File: src/rtl/sid_pkg.sv
// ---------------------------------------------------------------------------
// sid_pkg -- shared definitions for the SID filter register slice.
//   * register address constants for the filter block (0x15..0x18) and the
//     read-only sources (0x19..0x1C)
//   * frame FSM state enum
//   * default bus-decay period
// ---------------------------------------------------------------------------
package sid_pkg;

    localparam logic [4:0] ADDR_FC_LO    = 5'h15;
    localparam logic [4:0] ADDR_FC_HI    = 5'h16;
    localparam logic [4:0] ADDR_RES_FILT = 5'h17;
    localparam logic [4:0] ADDR_MODE_VOL = 5'h18;
    localparam logic [4:0] ADDR_POT_X    = 5'h19;
    localparam logic [4:0] ADDR_POT_Y    = 5'h1A;
    localparam logic [4:0] ADDR_OSC3     = 5'h1B;
    localparam logic [4:0] ADDR_ENV3     = 5'h1C;

    localparam int DECAY_CYCLES_DEFAULT = 8192;

    typedef enum logic [1:0] {
        ST_IDLE   = 2'd0,
        ST_COMMIT = 2'd1,
        ST_STROBE = 2'd2
    } sid_state_e;

    // True for the four read-only source registers.
    function automatic logic is_readable(input logic [4:0] a);
        return (a >= ADDR_POT_X) && (a <= ADDR_ENV3);
    endfunction

endpackage

File: src/rtl/sid_bus_decay.sv
// ---------------------------------------------------------------------------
// sid_bus_decay -- models the floating data bus of the SID: the last value
// seen on the bus is held, and fades to 0x00 after DECAY_CYCLES ticks with
// no refreshing access.
// Ports:
//   clk, rst   clock, synchronous active-high reset
//   tick       ce_1m tick (advances the decay counter)
//   load       bus access that refreshes the latch
//   load_val   value driven on the bus by that access
//   latch_out  current held bus value
// ---------------------------------------------------------------------------
module sid_bus_decay
    import sid_pkg::*;
#(
    parameter int DECAY_CYCLES = DECAY_CYCLES_DEFAULT
) (
    input  logic       clk,
    input  logic       rst,
    input  logic       tick,
    input  logic       load,
    input  logic [7:0] load_val,
    output logic [7:0] latch_out
);

    localparam int CW = $clog2(DECAY_CYCLES + 1);

    logic [CW-1:0] cnt_reg;
    logic [7:0]    latch_reg;

    // The counter stops at DECAY_CYCLES so a long idle stretch cannot wrap
    // around and revive nothing; the latch clears on the tick that reaches it.
    always_ff @(posedge clk) begin
        if (rst) begin
            cnt_reg   <= '0;
            latch_reg <= 8'h00;
        end else if (load) begin
            cnt_reg   <= '0;
            latch_reg <= load_val;
        end else if (tick && (cnt_reg != CW'(DECAY_CYCLES))) begin
            cnt_reg <= cnt_reg + 1'b1;
            if (cnt_reg == CW'(DECAY_CYCLES - 1))
                latch_reg <= 8'h00;
        end
    end

    assign latch_out = latch_reg;

endmodule

File: src/rtl/sid_filter_regs.sv
// ---------------------------------------------------------------------------
// sid_filter_regs -- SID filter register block with frame-synchronous commit.
// CPU writes land in shadow registers; the live outputs load all shadows at
// once in the COMMIT state of each filter frame so a frame never mixes old
// and new settings. A one-clk sample_valid follows in STROBE.
// Ports:
//   clk, rst                    clock, synchronous active-high reset
//   ce_1m                       CPU-rate clock enable
//   cs, we, addr, data_in       CPU bus (sampled only on ce_1m)
//   data_out                    registered read data
//   pot_x, pot_y, osc3, env3    read-only sources (0x19..0x1C)
//   Fc_lo, Fc_hi, Res_Filt, Mode_Vol  committed filter registers
//   sample_valid                start-of-frame strobe
// Build option: SID_BUS_DECAY_EN adds the fading bus latch; without it,
// reads of non-readable addresses return 0x00.
// ---------------------------------------------------------------------------
module sid_filter_regs
    import sid_pkg::*;
#(
    parameter int SAMPLE_DIV   = 1,
    parameter int DECAY_CYCLES = DECAY_CYCLES_DEFAULT
) (
    input  logic       clk,
    input  logic       rst,
    input  logic       ce_1m,
    input  logic       cs,
    input  logic       we,
    input  logic [4:0] addr,
    input  logic [7:0] data_in,
    output logic [7:0] data_out,
    input  logic [7:0] pot_x,
    input  logic [7:0] pot_y,
    input  logic [7:0] osc3,
    input  logic [7:0] env3,
    output logic [7:0] Fc_lo,
    output logic [7:0] Fc_hi,
    output logic [7:0] Res_Filt,
    output logic [7:0] Mode_Vol,
    output logic       sample_valid
);

    logic       wr_stb;
    logic       rd_stb;
    logic [7:0] read_src;
    logic [7:0] read_val;
    logic [7:0] decay_q;
    logic       terminal;

    logic [7:0]      div_cnt_reg;
    sid_state_e      state_reg, state_next;
    logic [7:0]      data_out_reg;
    logic [3:0][7:0] live_vec;

    assign wr_stb = ce_1m & cs & we;
    assign rd_stb = ce_1m & cs & ~we;

    // ---- sample divider: counts down, terminal on the tick that sees 1 ----
    assign terminal = ce_1m && (div_cnt_reg == 8'd1);

    always_ff @(posedge clk) begin
        if (rst)
            div_cnt_reg <= 8'(SAMPLE_DIV);
        else if (ce_1m)
            div_cnt_reg <= (div_cnt_reg == 8'd1) ? 8'(SAMPLE_DIV) : div_cnt_reg - 8'd1;
    end

    // ---- frame FSM ----
    always_comb begin
        state_next = state_reg;
        case (state_reg)
            ST_IDLE:   if (terminal) state_next = ST_COMMIT;
            ST_COMMIT: state_next = ST_STROBE;
            ST_STROBE: state_next = ST_IDLE;
            default:   state_next = ST_IDLE;
        endcase
    end

    always_ff @(posedge clk) begin
        if (rst)
            state_reg <= ST_IDLE;
        else
            state_reg <= state_next;
    end

    assign sample_valid = (state_reg == ST_STROBE);

    // ---- shadow and live registers, one slice per filter register ----
    // A write on the terminal tick lands in the shadow on the same edge the
    // FSM enters COMMIT, so the following commit already sees it.
    genvar gi;
    generate
        for (gi = 0; gi < 4; gi++) begin : g_reg
            localparam logic [4:0] REG_ADDR  = 5'(ADDR_FC_LO + gi);
            localparam logic [7:0] KEEP_MASK = (gi == 0) ? 8'h07 : 8'hFF;

            logic [7:0] shadow_reg;
            logic [7:0] live_reg;

            always_ff @(posedge clk) begin
                if (rst) begin
                    shadow_reg <= 8'h00;
                    live_reg   <= 8'h00;
                end else begin
                    if (wr_stb && (addr == REG_ADDR))
                        shadow_reg <= data_in & KEEP_MASK;
                    if (state_reg == ST_COMMIT)
                        live_reg <= shadow_reg;
                end
            end

            assign live_vec[gi] = live_reg;
        end
    endgenerate

    assign Fc_lo    = live_vec[0];
    assign Fc_hi    = live_vec[1];
    assign Res_Filt = live_vec[2];
    assign Mode_Vol = live_vec[3];

    // ---- read path ----
    always_comb begin
        read_src = 8'h00;
        case (addr)
            ADDR_POT_X: read_src = pot_x;
            ADDR_POT_Y: read_src = pot_y;
            ADDR_OSC3:  read_src = osc3;
            ADDR_ENV3:  read_src = env3;
            default:    read_src = 8'h00;
        endcase
    end

    assign read_val = is_readable(addr) ? read_src : decay_q;

    always_ff @(posedge clk) begin
        if (rst)
            data_out_reg <= 8'h00;
        else if (rd_stb)
            data_out_reg <= read_val;
    end

    assign data_out = data_out_reg;

    // ---- floating bus latch ----
`ifdef SID_BUS_DECAY_EN
    logic       bus_load;
    logic [7:0] bus_val;

    // Writes drive data_in onto the bus; readable-register reads drive the
    // source value. Reads of anything else leave the bus floating.
    assign bus_load = wr_stb | (rd_stb & is_readable(addr));
    assign bus_val  = wr_stb ? data_in : read_src;

    sid_bus_decay #(
        .DECAY_CYCLES(DECAY_CYCLES)
    ) u_bus_decay (
        .clk      (clk),
        .rst      (rst),
        .tick     (ce_1m),
        .load     (bus_load),
        .load_val (bus_val),
        .latch_out(decay_q)
    );
`else
    assign decay_q = 8'h00;
`endif

endmodule

File: config.mk
export PLATFORM = sky130hd
export DESIGN_NAME = sid_filter_regs
export DESIGN_NICKNAME = d
export VERILOG_FILES = /design/src/rtl/sid_pkg.sv /design/src/rtl/sid_bus_decay.sv /design/src/rtl/sid_filter_regs.sv
export SDC_FILE = /design/constraint.sdc
export NUM_CORES = 1
export LEC_CHECK = 0
export BUFFER_PORTS_ARGS = -buffer_cell sky130_fd_sc_hd__buf_2
export CORE_MARGIN = 2
export CORE_UTILIZATION = 52
export DETAILED_ROUTE_END_ITERATION = 10
export GPL_TIMING_DRIVEN = 0
export PLACE_DENSITY = 0.8
export SLEW_MARGIN = 20
export SYNTH_ARGS = -nofsm -noshare
export SYNTH_HDL_FRONTEND = slang
export SYNTH_SLANG_ARGS = --single-unit
export TNS_END_PERCENT = 50
File: constraint.sdc
create_clock -name clk -period 1.8 [get_ports clk]
set_clock_uncertainty 0.2 [all_clocks]
set_input_delay 0.27 -clock clk [delete_from_list [all_inputs] [get_ports clk]]
set_output_delay 0.27 -clock clk [all_outputs]
set_load 0.1 [all_outputs]
==> metrics.md, run 1 <==
| Metric | Value |
|---|---|
| Number of enable flip-flop cells after synthesis | `0` |
| Routed Antenna Nets | `0` |
| Clk slew on worst S/H paths | `0.08 ns` |
| Register area share after synthesis | `43.3%` |
| Yosys warns | `0` |
| GR peak layer | `met2` |
| Overall power | `3.31 mW` |
| RSZ-0062 raised after global routing | `yes` |
| Nets | `549` |
| GRT met2 Usage | `39.3%` |
| Dpl cells | `559` |
| Adder-cell share of the synthesized area | `0.752%` |
| Via count | `3194` |
| DR WL/cell | `14.2 µm` |
| GRT met1 Usage | `30.4%` |
| Share of the synthesized area in the top cell type | `43.3%` |
| # Post-CTS Setup Buffers | `0` |
| Largest net degree at the start of global routing | `14` |
| Fill cells | `537` |
| CTS Sinks | `72` |
| CP Capture Type | `flop` |
| Root buffer cell | `clkbuf_8` |
| PD cells | `803 nW/µm²` |
| Outcome | `finished clean` |
| CP arrival | `1.76 ns` |
| Post-Synth Simple-Gate Area | `25.2%` |
| Max reg flops | `27` |
| Mapped Area | `3330 µm²` |
| Setup ws final | `0.0899 ns` |
| Avg Inst Size Synth | `8.47 µm²` |
| Layout cell share with drive strength beyond 1 | `25.7%` |
| Fmax | `585 MHz` |
| H-tree depth | `3` |
| Gr ovfl total | `0` |
| Via density | `5.52` |
| Largest cells by area after synthesis | `dfxtp_1 43%, a21oi_1 8.7%, nand2_1 7.3%, mux2i_1 4.8%, nand2b_1 3.6%` |
| DRC Markers | `0` |
| Max-slew headroom | `50.5%` |
| Min Hold Slack | `0.0199 ns` |
| Final min period | `1.71 ns` |
| Sum of negative setup slack | `0 ns` |
| Final hold vios | `0` |
| Dpl hpwl | `6030 µm` |
| Routability-driven placement congestion ratio | `0.868` |
| Initial core utilization | `53.0%` |
| Finished Layout Cells | `579` |
| Clock Latency Late Sink | `0.35 ns` |
| First-pass DRT Iterations | `5` |
| Die width | `84 µm` |
| Seq cells post-synth | `72` |
| Ports | `91` |
| Post-synthesis cell count | `393` |
| Hold crit path type | `in -> reg` |
| Iter 0 DRT Violations | `209` |
| Post-Synth XOR/XNOR Area | `0.526%` |
| Cts bufs inserted | `9` |
| Distinct cells, synth | `47` |
| Asr flop ratio synth | `0%` |
| Main combinational cell family by area after synthesis | `simple AND/OR/NAND/NOR gates` |
| Peak VDD IR | `0.470 mV` |
| Most area-hungry cell type in the Yosys netlist | `dfxtp_1` |
| Drt total wl | `8240 µm` |
| Row cnt | `29` |
| Die H | `84 µm` |
| DP Worst Slack | `-0.247 ns` |
| Post-synthesis compound-gate area fraction | `19.5%` |
| CTS tree | `built` |
| Vias in the first global route | `2965` |
| Area Growth Syn to Fin | `23.8%` |
| ANT cells | `0` |
| I/O Buffers | `85` |
| First-pass GRT wire length | `13700 µm` |
| Critical path class | `reg -> reg` |
| Post-synthesis mux area share | `4.81%` |
| Leak Pwr | `1.62 nW` |
| Startpoint class of the critical path | `flop` |
| Tightest Pin Transition | `0.738 ns` |
| Grt met3 use | `6.33%` |
| Max FO, Critical Path | `5` |
| Top_reg_cell synth | `dfxtp_1` |
| Initial antenna violation count | `0` |
| GRT Overall Usage | `23.9%` |
| R2R Setup Slk | `0.09 ns` |
| Placeable core region | `6280 µm²` |
| Final Cycle Share | `95.0%` |
| Maxcap violations | `0` |
| Final setup vio count | `0` |
| Die area | `7060 µm²` |
| Final Slew Violations | `0` |
| CP required | `1.85 ns` |
| Max Root-Sink Buffers | `2` |
[through the flow]
step           cell area (µm²)  utilization (%)
3_5_place_dp              3870             61.6
3_3_place_gp              3870             61.6
2_1_floorplan             3350                -
6_report                  4120             65.6
5_1_grt                   4120             65.6
4_1_cts                   4110             65.5
[worst max-delay path, stage by stage (launching register included)]
cell and delay [ns]:
dfxtp_1 0.37, or4b_1 0.58, o31a_1 0.26, o21ba_2 0.19
[layout by cell type, fill, tap and decap left out, types with 9 or more instances in the layout]
master,synthesis,routed
buf_2,6,91
dfxtp_1,72,71
nand2_1,65,65
a21oi_1,58,58
o21ai_0,19,19
nand2b_1,19,19
nand3_1,16,16
mux2i_1,16,16
clkbuf_1,17,15
a22oi_1,15,15
clkbuf_8,0,11
nor2b_1,10,9
[layer usage]
| layer | up-vias | share of wire, % | wire length (µm) |
|---|---|---|---|
| met5 | - | 0 | 0 |
| met4 | 0 | 1.9 | 159 |
| met3 | 14 | 7.0 | 576 |
| met2 | 131 | 47 | 3840 |
| met1 | 1451 | 44 | 3660 |
| li1 | 1598 | - | - |
[worst paths after layout]
kind	from	endpoint	cells after the start
worst max-delay path	div_cnt_reg[0]	div_cnt_reg[5]	3
worst min-delay path	data_in[4]	g_reg[3].shadow_reg[4]	3
worst max register to register	div_cnt_reg[0]	div_cnt_reg[5]	3
worst min register to register	g_reg[1].shadow_reg[3]	Fc_hi[3]	2
[cell type report]
| class | count | area, µm² | share of cell area [%] |
|---|---|---|---|
| well taps | 77 | 96.3 | 2.34 |
| inverters | 4 | 15.0 | 0.364 |
| flip-flops and latches | 72 | 1440 | 35.0 |
| multi-input cells | 286 | 1730 | 41.9 |
| clock inverters | 5 | 37.5 | 0.911 |
| plain buffers | 35 | 181 | 4.40 |
| repair buffers | 89 | 468 | 11.4 |
| clock buffers | 11 | 151 | 3.67 |
[power by group]
group / total (mW) / switching (mW) / internal (mW)
combinational: 0.447 / 0.284 / 0.163
clock: 1.23 / 0.645 / 0.583
sequential: 1.64 / 0.0225 / 1.61
[synthesized netlist by cell type, types with 2 or more instances]
cell,count
a211o_1,8
a211oi_1,2
a21oi_1,58
a22oi_1,15
and3_1,2
and4b_1,2
buf_1,4
buf_2,6
buf_4,6
buf_6,2
clkbuf_1,17
dfxtp_1,72
ha_1,2
inv_1,4
mux2i_1,16
nand2_1,65
nand2b_1,19
nand3_1,16
nand3b_1,2
nand4_1,4
nand4b_1,2
nor2_1,4
nor2b_1,10
nor3_1,2
nor3b_1,7
nor4_1,2
o21ai_0,19
o31ai_1,3
or3_1,2
or4b_1,2
xnor2_1,2
[timing repair]
item / 4_1_cts / 5_1_grt
endpoints found under the setup margin: 9 / 24
hold endpoints to repair: 6 / 0
gates resized for setup: 3 / 7
gates cloned: 0 / 0
hold buffers: 4 / 0
pin swaps: 0 / 1
[kinds of logic (layout without fill, tap and decap cells)]
| kind of cell | count (synthesis) | after routing |
|---|---|---|
| compound gates | 110 | 110 |
| xor+xnor | 2 | 2 |
| fa+ha+maj | 2 | 2 |
| buf+inv | 39 | 144 |
| flops | 72 | 72 |
| mux | 16 | 16 |
| other cells | 1 | 5 |
| simple gates | 151 | 151 |
Note: power is estimated with default switching activity, not from simulation.
==> inputs of run 2 (changes only) <==
RECOVER_POWER = 100   (was not set)
==> metrics.md, run 2 (synthesis results as in run 1) <==
| Metric | Value |
|---|---|
| Final Cycle Share | `95.1%` |
| Initial antenna violation count | `0` |
| Final Cell Area | `4110 µm²` |
| Tightest Pin Transition | `0.746 ns` |
| Min Hold Slack | `0.0191 ns` |
| Largest net degree at the start of global routing | `14` |
| HP Start | `data_in[4]` |
| Dpl cells | `559` |
| Leak Pwr | `1.58 nW` |
| Met2 WL | `3870 µm` |
| Fmax | `584 MHz` |
| Fill cells | `539` |
| Overall power | `3.31 mW` |
| # Post-CTS Setup Buffers | `0` |
| Row cnt | `29` |
| Placed cell area | `3870 µm²` |
| Nets | `549` |
| Area Growth Syn to Fin | `23.5%` |
| Final Slew Violations | `0` |
| R2r startpoint | `div_cnt_reg[0]` |
| M1 WL | `3710 µm` |
| Startpoint class of the critical path | `flop` |
| CTS Sinks | `72` |
| Max reg flops | `27` |
| Finished Layout Cells | `579` |
| Final min period | `1.71 ns` |
| Layout cell share with drive strength beyond 1 | `25.1%` |
| Drt total wl | `8280 µm` |
| Max FO, Critical Path | `5` |
| Peak VDD IR | `0.470 mV` |
| Routed Antenna Nets | `0` |
| Ports | `91` |
| Routability-driven placement congestion ratio | `0.868` |
| CP arrival | `1.76 ns` |
| Via count | `3222` |
| Clk slew on worst S/H paths | `0.09 ns` |
| RSZ-0062 raised after global routing | `yes` |
| I/O Buffers | `85` |
| PD cells | `806 nW/µm²` |
| Highest routed layer | `met4` |
| Gr ovfl total | `0` |
| First-pass GRT wire length | `13700 µm` |
| Root buffer cell | `clkbuf_8` |
| Via density | `5.56` |
| Die H | `84 µm` |
| ANT cells | `0` |
| Placeable core region | `6280 µm²` |
| Clock Latency Late Sink | `0.35 ns` |
| Commonest non-fill, non-tap cells in the layout | `71 x dfxtp_1, 65 x nand2_1, 58 x a21oi_1` |
| H-tree depth | `3` |
| Outcome | `finished clean` |
| Commonest non-fill, non-tap cell in the layout | `dfxtp_1` |
| Vias in the first global route | `2965` |
| Max-slew headroom | `49.9%` |
| Cts bufs inserted | `9` |
| GRT Overall Usage | `23.9%` |
| CP Capture Type | `flop` |
| Maxcap violations | `0` |
| Hold crit path type | `in -> reg` |
| Crit path from | `div_cnt_reg[0]` |
| Final core occ | `65.5%` |
| Max Root-Sink Buffers | `2` |
| Initial core utilization | `53.0%` |
| First-pass DRT Iterations | `4` |
| Met3 WL | `533 µm` |
| Dpl hpwl | `6030 µm` |
| Final setup vio count | `0` |
| Iter 0 DRT Violations | `168` |
| Critical path class | `reg -> reg` |
| CTS tree | `built` |
| DR WL/cell | `14.3 µm` |
| Final hold vios | `0` |
| Die width | `84 µm` |
| CP required | `1.85 ns` |
| DRC Markers | `0` |
| Die area | `7060 µm²` |
==> run 2: cell type report <==
cell class                 instances  area, µm²  area share, %
multi-input combinational        286       1730           42.0
clock buffer                      11        151           3.68
inverter                           4       15.0          0.365
clock inverter                     5       37.5          0.913
sequential                        72       1440           35.1
timing repair buffer              89        467           11.4
buffer                            35        176           4.29
tap                               77       96.3           2.34
==> run 2: worst paths after layout <==
path                                          endpoint  slack, ns  cells past startpoint
worst min register to register                Fc_hi[3]       0.25                      2
worst min-delay path            g_reg[2].shadow_reg[4]       0.02                      3
worst max-delay path                    div_cnt_reg[5]       0.09                      3
worst max register to register          div_cnt_reg[5]       0.09                      3
==> run 2: stage by stage <==
step,setup TNS [ns],setup slack [ns]
finish,0,0.0883
global route,-0.0176,-0.00896
CTS,0,0.0355
detailed placement,-9.93,-0.247
global placement,-7.37,-0.211
floorplan,0,0.112
==> run 2: worst max-delay path: stages (launching register included) <==
cell	delay, ns
dfxtp_1	0.37
or4b_1	0.58
o31a_1	0.27
o21ba_2	0.19
==> run 2: what timing repair did <==
item / 4_1_cts / 5_1_grt
hold buffers: 4 / 0
pin swaps: 0 / 1
resized for setup: 3 / 7
hold endpoints to repair: 6 / 0
setup endpoints to repair: 9 / 24
==> run 2: per-layer routing <==
metal | vias up | track usage [%]
met4 | 0 | 8.21
met1 | 1484 | 30.4
met5 | - | 0
met2 | 124 | 39.3
met3 | 16 | 6.33
li1 | 1598 | -
==> run 2: power by group <==
part	internal, mW	switching, mW	total [mW]
clock network	0.583	0.649	1.23
logic	0.161	0.286	0.447
registers	1.61	0.0220	1.63
